File: config.mk
export PLATFORM = sky130hd
export DESIGN_NAME = instr_issue_flat
export DESIGN_NICKNAME = d
export VERILOG_FILES = /design/src/rtl/issue_pkg.sv /design/src/rtl/instr_issue_if.sv /design/src/rtl/instr_decode.sv /design/src/rtl/instr_issue.sv /design/src/flat_wrapper.sv
export SDC_FILE = /design/constraint.sdc
export NUM_CORES = 1
export LEC_CHECK = 0
export CAP_MARGIN = 20
export CORE_UTILIZATION = 48
export CTS_BUF_LIST = sky130_fd_sc_hd__clkbuf_8 sky130_fd_sc_hd__clkbuf_16
export DETAILED_ROUTE_END_ITERATION = 8
export PLACE_DENSITY = 0.79
export SYNTH_ARGS = -nofsm -noshare
export SYNTH_HDL_FRONTEND = slang
export SYNTH_HIERARCHICAL = 1
export SYNTH_SLANG_ARGS = --single-unit
File: constraint.sdc
create_clock -name clk -period 3.47 [get_ports clk]
set_input_delay 0.5205 -clock clk [delete_from_list [all_inputs] [get_ports clk]]
set_output_delay 0.5205 -clock clk [all_outputs]
set_load 0.01 [all_outputs]
File: src/rtl/issue_pkg.sv
// rtl/issue_pkg.sv - opcode, state and field-layout definitions for the instruction issue stage
package issue_pkg;

    typedef enum logic [3:0] {
        OP_NOP   = 4'b0000,
        OP_ADD   = 4'b0001,
        OP_SUB   = 4'b0010,
        OP_AND   = 4'b0011,
        OP_LOAD  = 4'b0100,
        OP_STORE = 4'b0101,
        OP_JMP   = 4'b1100,
        OP_HALT  = 4'b1111
    } opcode_e;

    typedef enum logic [2:0] {
        S_IDLE   = 3'd0,
        S_FETCH  = 3'd1,
        S_WAIT   = 3'd2,
        S_BUBBLE = 3'd3,
        S_ISSUE  = 3'd4,
        S_HALTED = 3'd5
    } state_e;

    localparam int OPC_HI = 15;
    localparam int OPC_LO = 12;
    localparam int DST_HI = 11;
    localparam int DST_LO = 9;
    localparam int OPA_HI = 8;
    localparam int OPA_LO = 6;
    localparam int OPB_HI = 5;
    localparam int OPB_LO = 3;
    localparam int TGT_HI = 7;
    localparam int TGT_LO = 0;

    localparam logic [15:0] NOP_INSTR = 16'h0000;

endpackage

File: src/rtl/instr_issue_if.sv
// rtl/instr_issue_if.sv - instruction memory and execution-unit bundle for instr_issue
interface instr_issue_if #(
    parameter int PC_W    = 8,
    parameter int INSTR_W = 16
);
    logic               imem_req;
    logic [PC_W-1:0]    imem_addr;
    logic [INSTR_W-1:0] imem_rdata;
    logic [3:0]         opcode;
    logic [2:0]         dest_reg;
    logic [2:0]         opAAdr;
    logic [2:0]         opBAder;
    logic               issue_valid;
    logic               stall;

    modport master (
        output imem_req, imem_addr, opcode, dest_reg, opAAdr, opBAder, issue_valid,
        input  imem_rdata, stall
    );

    modport slave (
        input  imem_req, imem_addr, opcode, dest_reg, opAAdr, opBAder, issue_valid,
        output imem_rdata, stall
    );
endinterface

File: src/rtl/instr_decode.sv
// rtl/instr_decode.sv - combinational field split and operand-usage decode of one instruction word
module instr_decode
    import issue_pkg::*;
(
    input  logic [15:0] i_instr,
    output logic [3:0]  o_opcode,
    output logic [2:0]  o_dest,
    output logic [2:0]  o_opa,
    output logic [2:0]  o_opb,
    output logic [7:0]  o_target,
    output logic        o_reads_a,
    output logic        o_reads_b,
    output logic        o_is_jmp,
    output logic        o_is_halt,
    output logic        o_is_load
);
    opcode_e w_op;

    assign w_op     = opcode_e'(i_instr[OPC_HI:OPC_LO]);
    assign o_opcode = i_instr[OPC_HI:OPC_LO];
    assign o_dest   = i_instr[DST_HI:DST_LO];
    assign o_opa    = i_instr[OPA_HI:OPA_LO];
    assign o_opb    = i_instr[OPB_HI:OPB_LO];
    assign o_target = i_instr[TGT_HI:TGT_LO];

    always_comb begin
        o_reads_a = 1'b0;
        o_reads_b = 1'b0;
        o_is_jmp  = 1'b0;
        o_is_halt = 1'b0;
        o_is_load = 1'b0;
        case (w_op)
            OP_ADD, OP_SUB, OP_AND, OP_STORE: begin
                o_reads_a = 1'b1;
                o_reads_b = 1'b1;
            end
            OP_LOAD: begin
                o_reads_a = 1'b1;
                o_is_load = 1'b1;
            end
            OP_JMP:  o_is_jmp  = 1'b1;
            OP_HALT: o_is_halt = 1'b1;
            default: ;
        endcase
    end
endmodule

File: src/rtl/instr_issue.sv
// rtl/instr_issue.sv - fetch/decode/issue FSM with PC sequencing; load-use bubble under ISSUE_HAZARD_EN
module instr_issue
    import issue_pkg::*;
#(
    parameter int              PC_W     = 8,
    parameter int              INSTR_W  = 16,
    parameter logic [PC_W-1:0] PC_RESET = '0
) (
    input  logic          clk,
    input  logic          reset,
    input  logic          start,
    output logic          halted,
    instr_issue_if.master bus
);
    state_e             r_state;
    state_e             w_next;
    logic [PC_W-1:0]    r_pc;
    logic [INSTR_W-1:0] r_ir;

    logic [15:0] w_dec_in;
    logic [3:0]  w_opcode;
    logic [2:0]  w_dest;
    logic [2:0]  w_opa;
    logic [2:0]  w_opb;
    logic [7:0]  w_target;
    logic        w_reads_a;
    logic        w_reads_b;
    logic        w_is_jmp;
    logic        w_is_halt;
    logic        w_is_load;
    logic        w_hazard;
    logic        w_issue;

    // One decoder serves both uses: in WAIT it looks at the incoming word for the
    // hazard check, everywhere else it looks at the latched instruction.
    assign w_dec_in = (r_state == S_WAIT) ? bus.imem_rdata : r_ir;

    instr_decode u_decode (
        .i_instr   (w_dec_in),
        .o_opcode  (w_opcode),
        .o_dest    (w_dest),
        .o_opa     (w_opa),
        .o_opb     (w_opb),
        .o_target  (w_target),
        .o_reads_a (w_reads_a),
        .o_reads_b (w_reads_b),
        .o_is_jmp  (w_is_jmp),
        .o_is_halt (w_is_halt),
        .o_is_load (w_is_load)
    );

`ifdef ISSUE_HAZARD_EN
    logic       r_ll_valid;
    logic [2:0] r_ll_dest;

    assign w_hazard = r_ll_valid &&
                      ((w_reads_a && (w_opa == r_ll_dest)) ||
                       (w_reads_b && (w_opb == r_ll_dest)));

    always_ff @(posedge clk) begin
        if (reset) begin
            r_ll_valid <= 1'b0;
            r_ll_dest  <= '0;
        end else if (r_state == S_ISSUE) begin
            r_ll_valid <= w_is_load;
            r_ll_dest  <= w_dest;
        end else if (r_state == S_BUBBLE) begin
            r_ll_valid <= 1'b0;
            r_ll_dest  <= '0;
        end
    end
`else
    logic w_unused_hazard;
    assign w_hazard        = 1'b0;
    assign w_unused_hazard = w_reads_a ^ w_reads_b ^ w_is_load;
`endif

    always_comb begin
        w_next = r_state;
        case (r_state)
            S_IDLE:   if (start) w_next = S_FETCH;
            S_FETCH:  w_next = S_WAIT;
            S_WAIT:   w_next = w_hazard ? S_BUBBLE : S_ISSUE;
            S_BUBBLE: w_next = S_ISSUE;
            S_ISSUE:  if (!bus.stall) w_next = w_is_halt ? S_HALTED : S_FETCH;
            S_HALTED: w_next = S_HALTED;
            default:  w_next = S_IDLE;
        endcase
    end

    always_ff @(posedge clk) begin
        if (reset) begin
            r_state <= S_IDLE;
            r_pc    <= PC_RESET;
            r_ir    <= '0;
        end else begin
            r_state <= w_next;
            if (r_state == S_WAIT)
                r_ir <= bus.imem_rdata;
            if ((r_state == S_ISSUE) && !bus.stall) begin
                if (w_is_jmp)
                    r_pc <= PC_W'(w_target);
                else if (!w_is_halt)
                    r_pc <= r_pc + PC_W'(1);
            end
        end
    end

    // Fields are gated so IDLE, FETCH, WAIT, BUBBLE and HALTED all present zeros.
    assign w_issue         = (r_state == S_ISSUE);
    assign bus.imem_req    = (r_state == S_FETCH);
    assign bus.imem_addr   = (r_state == S_FETCH) ? r_pc : '0;
    assign bus.issue_valid = w_issue;
    assign bus.opcode      = w_issue ? w_opcode : 4'b0000;
    assign bus.dest_reg    = w_issue ? w_dest   : 3'b000;
    assign bus.opAAdr      = w_issue ? w_opa    : 3'b000;
    assign bus.opBAder     = w_issue ? w_opb    : 3'b000;
    assign halted          = (r_state == S_HALTED);
endmodule

File: src/flat_wrapper.sv
// flat-port wrapper written by rule: the top's interface ports become plain ports
module instr_issue_flat import issue_pkg::*;
#(
    parameter int              PC_W     = 8,
    parameter int              INSTR_W  = 16,
    parameter logic [PC_W-1:0] PC_RESET = '0
)
  (clk, reset, start, halted, bus_imem_req, bus_imem_addr, bus_opcode, bus_dest_reg, bus_opAAdr, bus_opBAder, bus_issue_valid, bus_imem_rdata, bus_stall);
  instr_issue_if #(.PC_W(PC_W), .INSTR_W(INSTR_W)) bus_i ();
  input  logic clk;
  input  logic reset;
  input  logic start;
  output logic halted;
  output wire logic [$bits(bus_i.imem_req)-1:0] bus_imem_req;
  output wire logic [$bits(bus_i.imem_addr)-1:0] bus_imem_addr;
  output wire logic [$bits(bus_i.opcode)-1:0] bus_opcode;
  output wire logic [$bits(bus_i.dest_reg)-1:0] bus_dest_reg;
  output wire logic [$bits(bus_i.opAAdr)-1:0] bus_opAAdr;
  output wire logic [$bits(bus_i.opBAder)-1:0] bus_opBAder;
  output wire logic [$bits(bus_i.issue_valid)-1:0] bus_issue_valid;
  input wire logic [$bits(bus_i.imem_rdata)-1:0] bus_imem_rdata;
  input wire logic [$bits(bus_i.stall)-1:0] bus_stall;
  assign bus_imem_req = bus_i.imem_req;
  assign bus_imem_addr = bus_i.imem_addr;
  assign bus_opcode = bus_i.opcode;
  assign bus_dest_reg = bus_i.dest_reg;
  assign bus_opAAdr = bus_i.opAAdr;
  assign bus_opBAder = bus_i.opBAder;
  assign bus_issue_valid = bus_i.issue_valid;
  assign bus_i.imem_rdata = bus_imem_rdata;
  assign bus_i.stall = bus_stall;
  instr_issue #(.PC_W(PC_W), .INSTR_W(INSTR_W), .PC_RESET(PC_RESET)) u_core (.clk(clk), .reset(reset), .start(start), .halted(halted), .bus(bus_i));
endmodule
* After elaboration in Yosys (flattened, before gate mapping)
Index checks and enable logic that the tools add are counted.
** Word-level totals
- Flip-flop bits (word level) :: 27
- Output and inout bits :: 24
- Word-level logic and storage cells :: 34
** Cells by class
- Add/sub/neg operators :: 1
- Eq/ne operators :: 10
- Multiplexer cells :: 14
- Reductions and logical operators :: 6
** Operator list (number)
- two-way mux 8 bit :: 3
- two-way mux 3 bit :: 6
- two-way mux 16 bit :: 1
- one-hot mux 3 bit (5 select lines) :: 1
- adder 8 x 1 -> 8 bit (second input constant) :: 1
- equality test 4 bit (second input constant) :: 2
- equality test 3 x 2 -> 1 bit (second input constant) :: 2
- equality test 3 bit (second input constant) :: 2
- != test 2 bit (second input constant) :: 3
- two-way mux 4 bit :: 1
- AND reduction 2 bit :: 2
- equality test 3 x 1 -> 1 bit (second input constant) :: 1
- zero test 3 bit :: 1
- two-way mux 1 bit :: 2
- OR reduction 2 bit :: 1
- logical AND 1 bit :: 1
- zero test 1 bit :: 1

* Longest topological paths before layout
Gate-level depths: netlist of run 1.
- Depth after elaboration :: 7
- Mapped depth :: 12
- Gate-level depth less buffers :: 8

* Cells and area by module
Netlist of run 1, hierarchy kept.
** Modules (own cells, without submodules)
- instr_issue :: instances 1, cells an instance 157, area each 1476.4 sq um, seq. area each 540.5 sq um
- instr_decode :: instances 1, cells an instance 30, area each 206.4 sq um, seq. area each 0.0 sq um

* Worst setup path before layout of run 1
Ideal clock, no wire load.
- Path type :: flip-flop to flip-flop
- From :: register u_core.r_state[1]
- To :: register u_core.r_pc[3]
- Setup time :: 0.132 ns
- Arrival :: 2.440 ns
- Required time :: 3.338 ns
- Slack :: 0.898 ns
- Stages on the path, launching flop included :: 10
- Path buffers :: 3
- Cell sequence :: dfxtp_1 nor3b_4 buf_12 mux2_4 nor3_1 buf_2 buf_1 nor2_1 o21ai_0 a21oi_1
** On the way
- Longest elaborated chain between the ends :: 6
** RTL lines
- start: declaration :: line instr_issue.sv:15 : state_e r_state;
- start signal: assignment :: line instr_issue.sv:97 : r_state <= w_next;
- equality test 3 x 2 -> 1 bit (*) :: line instr_issue.sv:36 : assign w_dec_in = (r_state == S_WAIT) ? bus.imem_rdata : r_ir;
- two-way mux 16 bit (*) :: line instr_issue.sv:36
- via u_core.w_dec_in[13] :: line instr_issue.sv:20 : logic [15:0] w_dec_in;
- equality test 4 bit (*) :: line instr_decode.sv:32 : case (w_op)
- two-way mux 1 bit (*) :: line instr_decode.sv:32
- via u_core.w_is_jmp :: line instr_issue.sv:28 : logic w_is_jmp;
- != test 2 bit (no line)
- AND reduction 2 bit (no line)
- end signal: assignment :: line instr_issue.sv:102 : r_pc <= PC_W'(w_target);
- end signal: assignment :: line instr_issue.sv:104 : r_pc <= r_pc + PC_W'(1);
- end: declaration :: line instr_issue.sv:17 : logic [PC_W-1:0] r_pc;
Mark *: on every way through the listed nets, which the timed path passes. The rest lies on a longest branch.
A chain may end at the register's enable or synchronous reset.

* Final worst setup path of run 1
- From :: register u_core.r_state[1]
- To :: output port bus_opBAder[0]
** On the way
- Longest elaborated chain between the ends :: 3
** RTL lines
- equality test 3 x 2 -> 1 bit :: line instr_issue.sv:36
- two-way mux 16 bit :: line instr_issue.sv:36
- via u_core.w_dec_in[3] :: line instr_issue.sv:20
- two-way mux 3 bit :: line instr_issue.sv:117 : assign bus.opBAder = w_issue ? w_opb : 3'b000;
- end: declaration :: line flat_wrapper.sv:19 : output wire logic [$bits(bus_i.opBAder)-1:0] bus_opBAder;
The timed path passes the listed nets, and every way through them passes these cells.

==> summary.txt, run 1 <==
Run status
  – Status: finished, final reports clean

Floorplanning
  – Core ar.: roughly 3200 sq um
  – Die Wd: between 60 and 70 um
  – Core Rows: 20
  – Die area: 3677 sq um
  – I/O pin count: 44
  – Chip height: 60.64 um
  – Initial Util: 52.34%

Pwr
  – Clock Power Share: 30.6%
  – Net load switching power: around 0.14 mW
  – VDD IR max: roughly 0.21 mV
  – Reg power frac: 55.5%
  – Logic pwr share: ~14%
  – PwrDens: 295.1 nW/um^2
  – Pwr Total: approximately 0.59 mW
  – Leakage: about 0.76 nW
  – Switching Fraction: about a quarter
  – Internal power: 0.4480 mW

STA
  – Slew margin rel.: between 40% and 50%
  – Count of pins over their slew limit: 0
  – Final setup viols: 0
  – Worst slew pin tran: approximately 0.87 ns
  – Final setup margin: about 0.32 ns
  – RSZ-0062 raised after global routing: false
  – Final clock skew: a little under 0.005 ns
  – Worst Hold Slack: 0.5320 ns
  – Setup TNS: 0 ns
  – Fmax: 0.3172 GHz
  – Crit path time final: 3.152 ns
  – Period utilization: 90.84%
  – Final Hold Fails: 0

GRT
  – Total track usage: 19.98%
  – Total gr overflow: 0
  – First-pass GRT wire length: 5.340 mm
  – Initial antenna violation count: 0
  – Largest net degree at the start of global routing: 29
  – Vias in the first global route: 1214

Critical path
  – CP cell instances: nor3b_4 > buf_4 > mux2_2 > and2_1 > clkdlybuf4s50_1
  – Crit-path slowest cell: nor3b_4
  – Delay-heaviest family, CP: buffers and inverters
  – WP data required: 2.95 ns
  – Crit start category: flip-flop
  – Largest stage delay on the critical path: 0.56 ns
  – RR Startpoint: u_core/r_state[1]
  – Crit path buffers/inverters: 2
  – Element type at the critical path end: primary output
  – Reg2Reg Setup Slack: 0.58 ns
  – Crit path kind: flip-flop to primary output
  – CP Max Fanout: 9
  – Critical path origin: u_core/r_state[1]
  – Critical Path AT: 2.63 ns

Detailed routing
  – TritonRoute pass-1 iters: 4
  – Number of vias per cell: approximately 5.2
  – WL/cell: approximately 14 um
  – Routed wire length: about 3.3 mm
  – Initial drt markers: 60
  – Post-DRT Antenna Nets: 0
  – DRC: 0
  – Routed vias: between 1000 and 1500

Placed design
  – Post-Place Cell Area: 1942 sq um
  – DP Cell Count: 241
  – PortBufs: 43
  – GPL Wtd Cong: 0.8385
  – Pre-CTS WS: 0.6411 ns
  – Placed wire-length estimate: around 2.4 mm

Synthesis
  – Yosys warns: 6
  – Syn nets: around 200
  – Mapped Area: 1650 sq um
  – Gate Count Post-Synth: between 150 and 200
  – Syn_area_per_cell: 9.068 sq um

Clock tree
  – H-tree Lvls: 1
  – Hold Buf Count CTS: 0
  – Post-CTS Setup Inserts: 0
  – Inserted Clock Buffers: 3
  – Post-CTS sizing: 0
  – Worst skew pair latency: roughly 0.28 ns
  – Sink Count: 27
  – Clock root cell: clkbuf_8
  – Clock transition at the registers of the reported paths: 0.09 ns
  – CTS tree: done
  – Clock Tree Buf Depth: 2

Min path
  – Tightest Hold Check Type: flip-flop to flip-flop
  – Hold_sp: u_core/r_pc[6]

Cells and area
  – Fin cells: about 250
  – Post-route design area: 1987 sq um
  – Layout cells sized above 1: 13.43%
  – Layout Area Growth over Synthesis: 20.39%
  – Final #Nets: ~220
  – Final design utilization: 63.02%
  – N_diodes: 0

Run
  – MaxCap Viol Count: 0
==> worst min-delay path, delay by kind of cell (launching register included) <==
kind | cells | cell delay [ns]
DFF | 1 | 0.34
AOI/OAI and AO/OA | 2 | 0.14
==> state kept, by name, indices dropped and copies added, names as in the netlist <==
signal,flops
u_core/r_pc,8
u_core/r_ir,16
u_core/r_state,3
==> final timing paths <==
kind / to / cells past startpoint
worst max-delay path: bus_opBAder[0] / 5
worst min-delay path: u_core/r_pc[6] / 2
worst max register to register: u_core/r_pc[0] / 8
worst min register to register: u_core/r_pc[6] / 2
==> power groups by stage <==
stage	logic, mW	clock network [mW]	registers (mW)
floorplan	0.0678	0	0.330
global placement	0.0784	0	0.332
detailed placement	0.0810	0	0.333
CTS	0.0815	0.181	0.326
global route	0.0874	0.196	0.327
finish	0.0810	0.180	0.326
==> per-layer routing <==
layer  global-route usage (%)  share of wire [%]  vias up  routed length (um)
met4                    7.468                1.3        0                  42
li1                         -                  -      630                   -
met2                    36.73                 52       27                1727
met5                        0                  0        -                   0
met1                    22.41                 43      618                1442
met3                    4.478                4.1        4                 136
==> final cells by class <==
type	count	area [sq um]
fill	296	1166
tap	44	55.05
sequential	27	540.5
inverter	1	3.754
multi-input combinational	124	897.1
timing repair buffer	45	445.4
clock buffer	3	41.29
clock inverter	1	3.754
==> layout by cell type, fill, tap and decap left out, drive strengths merged <==
cell	instances
clkdlybuf4s50	43
dfxtp	27
and2	21
mux2	16
nand2	15
and2b	10
nor2	8
a21oi	7
nor2b	7
o21ai	7
nand2b	4
clkbuf	3
and3	3
nand3	3
nor3b	3
inv	2
mux2i	2
a211oi	2
a31oi	2
o41ai	2
o31ai	2
buf	2
nor3	2
and3b	1
a311oi	1
or3b	1
nand4	1
nor4	1
o21a	1
o32ai	1
ha	1
(Power assumes the default switching activity.)
==> run 2: changes to the inputs <==
--- a/config.mk
+++ b/config.mk
@@ -5,7 +5,6 @@
 export SDC_FILE = /design/constraint.sdc
 export NUM_CORES = 1
 export LEC_CHECK = 0
-export CAP_MARGIN = 20
 export CORE_UTILIZATION = 48
 export CTS_BUF_LIST = sky130_fd_sc_hd__clkbuf_8 sky130_fd_sc_hd__clkbuf_16
 export DETAILED_ROUTE_END_ITERATION = 8
==> results of run 2 <==
Final layout, timing and power as in run 1 (identical DEF).
==> run 3: changes to the inputs <==
--- a/config.mk
+++ b/config.mk
@@ -5,10 +5,11 @@
 export SDC_FILE = /design/constraint.sdc
 export NUM_CORES = 1
 export LEC_CHECK = 0
-export CORE_UTILIZATION = 48
+export CORE_UTILIZATION = 60
 export CTS_BUF_LIST = sky130_fd_sc_hd__clkbuf_8 sky130_fd_sc_hd__clkbuf_16
 export DETAILED_ROUTE_END_ITERATION = 8
-export PLACE_DENSITY = 0.79
+export DONT_BUFFER_PORTS = 1
+export PLACE_DENSITY = 0.76
 export SYNTH_ARGS = -nofsm -noshare
 export SYNTH_HDL_FRONTEND = slang
 export SYNTH_HIERARCHICAL = 1
==> run 3 against run 2 <==
  * First-iteration DRC count decreased by 57%
  * Non-clock buffer count shrank 43
  * Worst hold slack worse by 0.23 ns
  * Maximum frequency is 17% higher
  * Setup slack gained 0.47 ns
  * Critical path type is now flip-flop to flip-flop
  * Critical endpoint is now u_core/r_pc[5]
  * Largest power group unchanged
  * Highest routed layer unchanged
==> summary.txt, run 3 (synthesis results as in run 1) <==
Cells and area
  – Regs by FF count: u_core/r_ir: 16 flops, u_core/r_pc: 8 flops, u_core/r_state: 3 flops
  – N_diodes: 0 (unchanged)
  – Commonest cells after routing, fill and taps aside: dfxtp_1 (27), and2_1 (21), nand2_1 (15)
  – Top reg by flops: u_core/r_ir
  – Max FFs per register: 16 (unchanged)
  – Layout Area Growth over Synthesis: -6.672%
  – Final #Nets: 180 (-19%)
  – Layout cells sized above 1: 17.72% (+4.3 points)
  – Most common cell after layout, fill and taps aside: dfxtp_1
  – Final design utilization: 60.52% (-2.5 points)

Critical path
  – WP data required: 3.68 ns (+0.73 ns)
  – Critical Path AT: 2.90 ns (+0.27 ns)
  – Reg2Reg Setup Slack: 0.78 ns (+0.20 ns)
  – Largest stage delay on the critical path: 0.50 ns (-0.06 ns)
  – Worst r2r path cells: 9 (+1)
  – Crit start category: flip-flop
  – CP cell instances: nor3b_4 > buf_4 > mux2_4 > nand2_1 > nor3_2 > buf_4 > o41ai_1 > nand2_1 > a21oi_1
  – Worst reg2reg path endpoint: u_core/r_pc[5]
  – RR Startpoint: u_core/r_state[1]
  – Crit path kind: flip-flop to flip-flop
  – Critical path origin: u_core/r_state[1]
  – Element type at the critical path end: flip-flop
  – Crit-path slowest cell: dfxtp_1
  – CP Max Fanout: 21 (+12)

Floorplanning
  – Initial Util: 64.85% (+13 points)
  – Die Wd: 54.45 um (-10%)
  – Die area: 2964 sq um (-19%)
  – Core ar.: 2545 sq um (-19%)
  – I/O pin count: 44 (unchanged)
  – Chip height: 54.45 um (-10%)
  – Core Rows: 18 (-10%)

Pwr
  – VDD IR max: 0.3406 mV (+61%)
  – Reg power frac: 58.8% (+3.3 points)
  – Switching Fraction: 22.92% (-0.69 points)
  – Pwr Total: 0.5534 mW (-5.6%)
  – Internal power: 0.4266 mW (-4.8%)
  – Clock Power Share: 32.0% (+1.4 points)
  – PwrDens: 359.3 nW/um^2 (+22%)
  – Logic pwr share: 9.2% (-4.6 points)
  – Leakage: 0.6021 nW (-21%)
  – Net load switching power: 0.1268 mW (-8.4%)

STA
  – Fmax: 0.3724 GHz (+17%)
  – Count of pins over their slew limit: 0 (unchanged)
  – Slew margin rel.: 57.40% (+16 points)
  – Period utilization: 77.39% (-13 points)
  – Final clock skew: 0.007020 ns (+0.002090 ns)
  – Setup TNS: 0 ns (unchanged)
  – Crit path time final: 2.685 ns (-0.4668 ns)
  – Worst Hold Slack: 0.3002 ns (-0.2318 ns)
  – Final setup viols: 0 (unchanged)
  – Worst slew pin tran: 0.6384 ns (-0.2324 ns)
  – RSZ-0062 raised after global routing: false
  – Final Hold Fails: 0 (unchanged)

Detailed routing
  – M1 WL: 1.325 mm (-8.1%)
  – Post-DRT Antenna Nets: 0 (unchanged)
  – WL/cell: 15.98 um (+17%)
  – TritonRoute pass-1 iters: 4 (unchanged)
  – Routed vias: 1107 (-13%)
  – Highest metal used: met4
  – Metal2 WL: 1.434 mm (-17%)
  – Met3 WL: 203 um (+49%)
  – DRC: 0 (unchanged)
  – Initial drt markers: 26 (-57%)
  – Routed wire length: 3.005 mm (-10%)
  – Number of vias per cell: 5.888 (+13%)

GRT
  – Initial antenna violation count: 0 (unchanged)
  – Largest net degree at the start of global routing: 29 (unchanged)
  – First-pass GRT wire length: 4.595 mm (-14%)
  – Total track usage: 22.44% (+2.5 points)
  – Total gr overflow: 0 (unchanged)
  – Vias in the first global route: 998 (-18%)

Min path
  – Min-Delay Path Depth: 1 (-1)
  – Tightest Hold Check Type: primary input to flip-flop
  – Worst Hold End: u_core/r_ir[4]
  – Hold_sp: reset

Placed design
  – GPL Wtd Cong: 0.8366 (-0.23%)
  – Placed wire-length estimate: 2.177 mm (-11%)
  – PortBufs: 0 (-100%)

Clock tree
  – Clock Tree Buf Depth: 2 (unchanged)
  – Worst skew pair latency: 0.27 ns (about the same)
  – Clock transition at the registers of the reported paths: 0.09 ns (about the same)
  – Sink Count: 27 (unchanged)
  – Post-CTS sizing: 0 (unchanged)
  – Inserted Clock Buffers: 3 (unchanged)
  – Post-CTS Setup Inserts: 0 (unchanged)
  – Hold Buf Count CTS: 0 (unchanged)
  – H-tree Lvls: 1 (unchanged)
  – CTS tree: done
  – Clock root cell: clkbuf_8

Run status
  – Status: finished, final reports clean

Run
  – MaxCap Viol Count: 0 (unchanged)
[run 3: cell types whose count changed in the layout (fill, tap and decap cells not counted)]
cell,delta
inv_1,-1
clkinv_2,+1
clkdlybuf4s50_1,-43
[run 3: through the flow]
stage	worst slack (ns)	instances	instance area, sq um
after floorplan	0.9298	182	1650
after global placement	0.9863	184	1494
after detailed placement	0.8623	184	1494
after CTS	0.8350	188	1540
after global routing	0.6301	188	1540
final	0.7845	188	1540
[run 3: worst max path at each step]
stage	to	slack (ns)
5_1_grt	u_core/r_pc[5]	0.63
3_3_place_gp	u_core/r_pc[7]	0.99
3_5_place_dp	u_core/r_pc[0]	0.86
6_report	u_core/r_pc[5]	0.78
4_1_cts	u_core/r_pc[5]	0.83
2_1_floorplan	u_core/r_pc[3]	0.93
[run 3: worst max-delay path: cells and delay by family (launching register included)]
family | cells | cell delay (ns)
buffers and inverters | 2 | 0.50
DFF | 1 | 0.50
AOI/OAI and AO/OA | 2 | 0.55
muxes | 1 | 0.33
and+or+nand+nor | 4 | 0.74
[run 3: layer usage]
metal	GRT usage [%]	up-vias
met1	29.01	512
li1	-	543
met4	10.68	0
met5	0	-
met2	35.77	46
met3	4.167	6
[run 3: power groups by stage]
stage / sequential [mW] / combinational [mW] / clock, mW
floorplan: 0.330 / 0.0678 / 0
global placement: 0.332 / 0.0488 / 0
detailed placement: 0.333 / 0.0510 / 0
CTS: 0.326 / 0.0514 / 0.182
global route: 0.327 / 0.0552 / 0.191
finish: 0.325 / 0.0508 / 0.177
[run 3: cell type report]
type,count,area [sq um]
fill,229,1005
multi-input combinational,124,897.1
sequential,27,540.5
clock buffer,3,41.29
tap,30,37.54
timing repair buffer,2,15.01
clock inverter,1,5.005
inverter,1,3.754
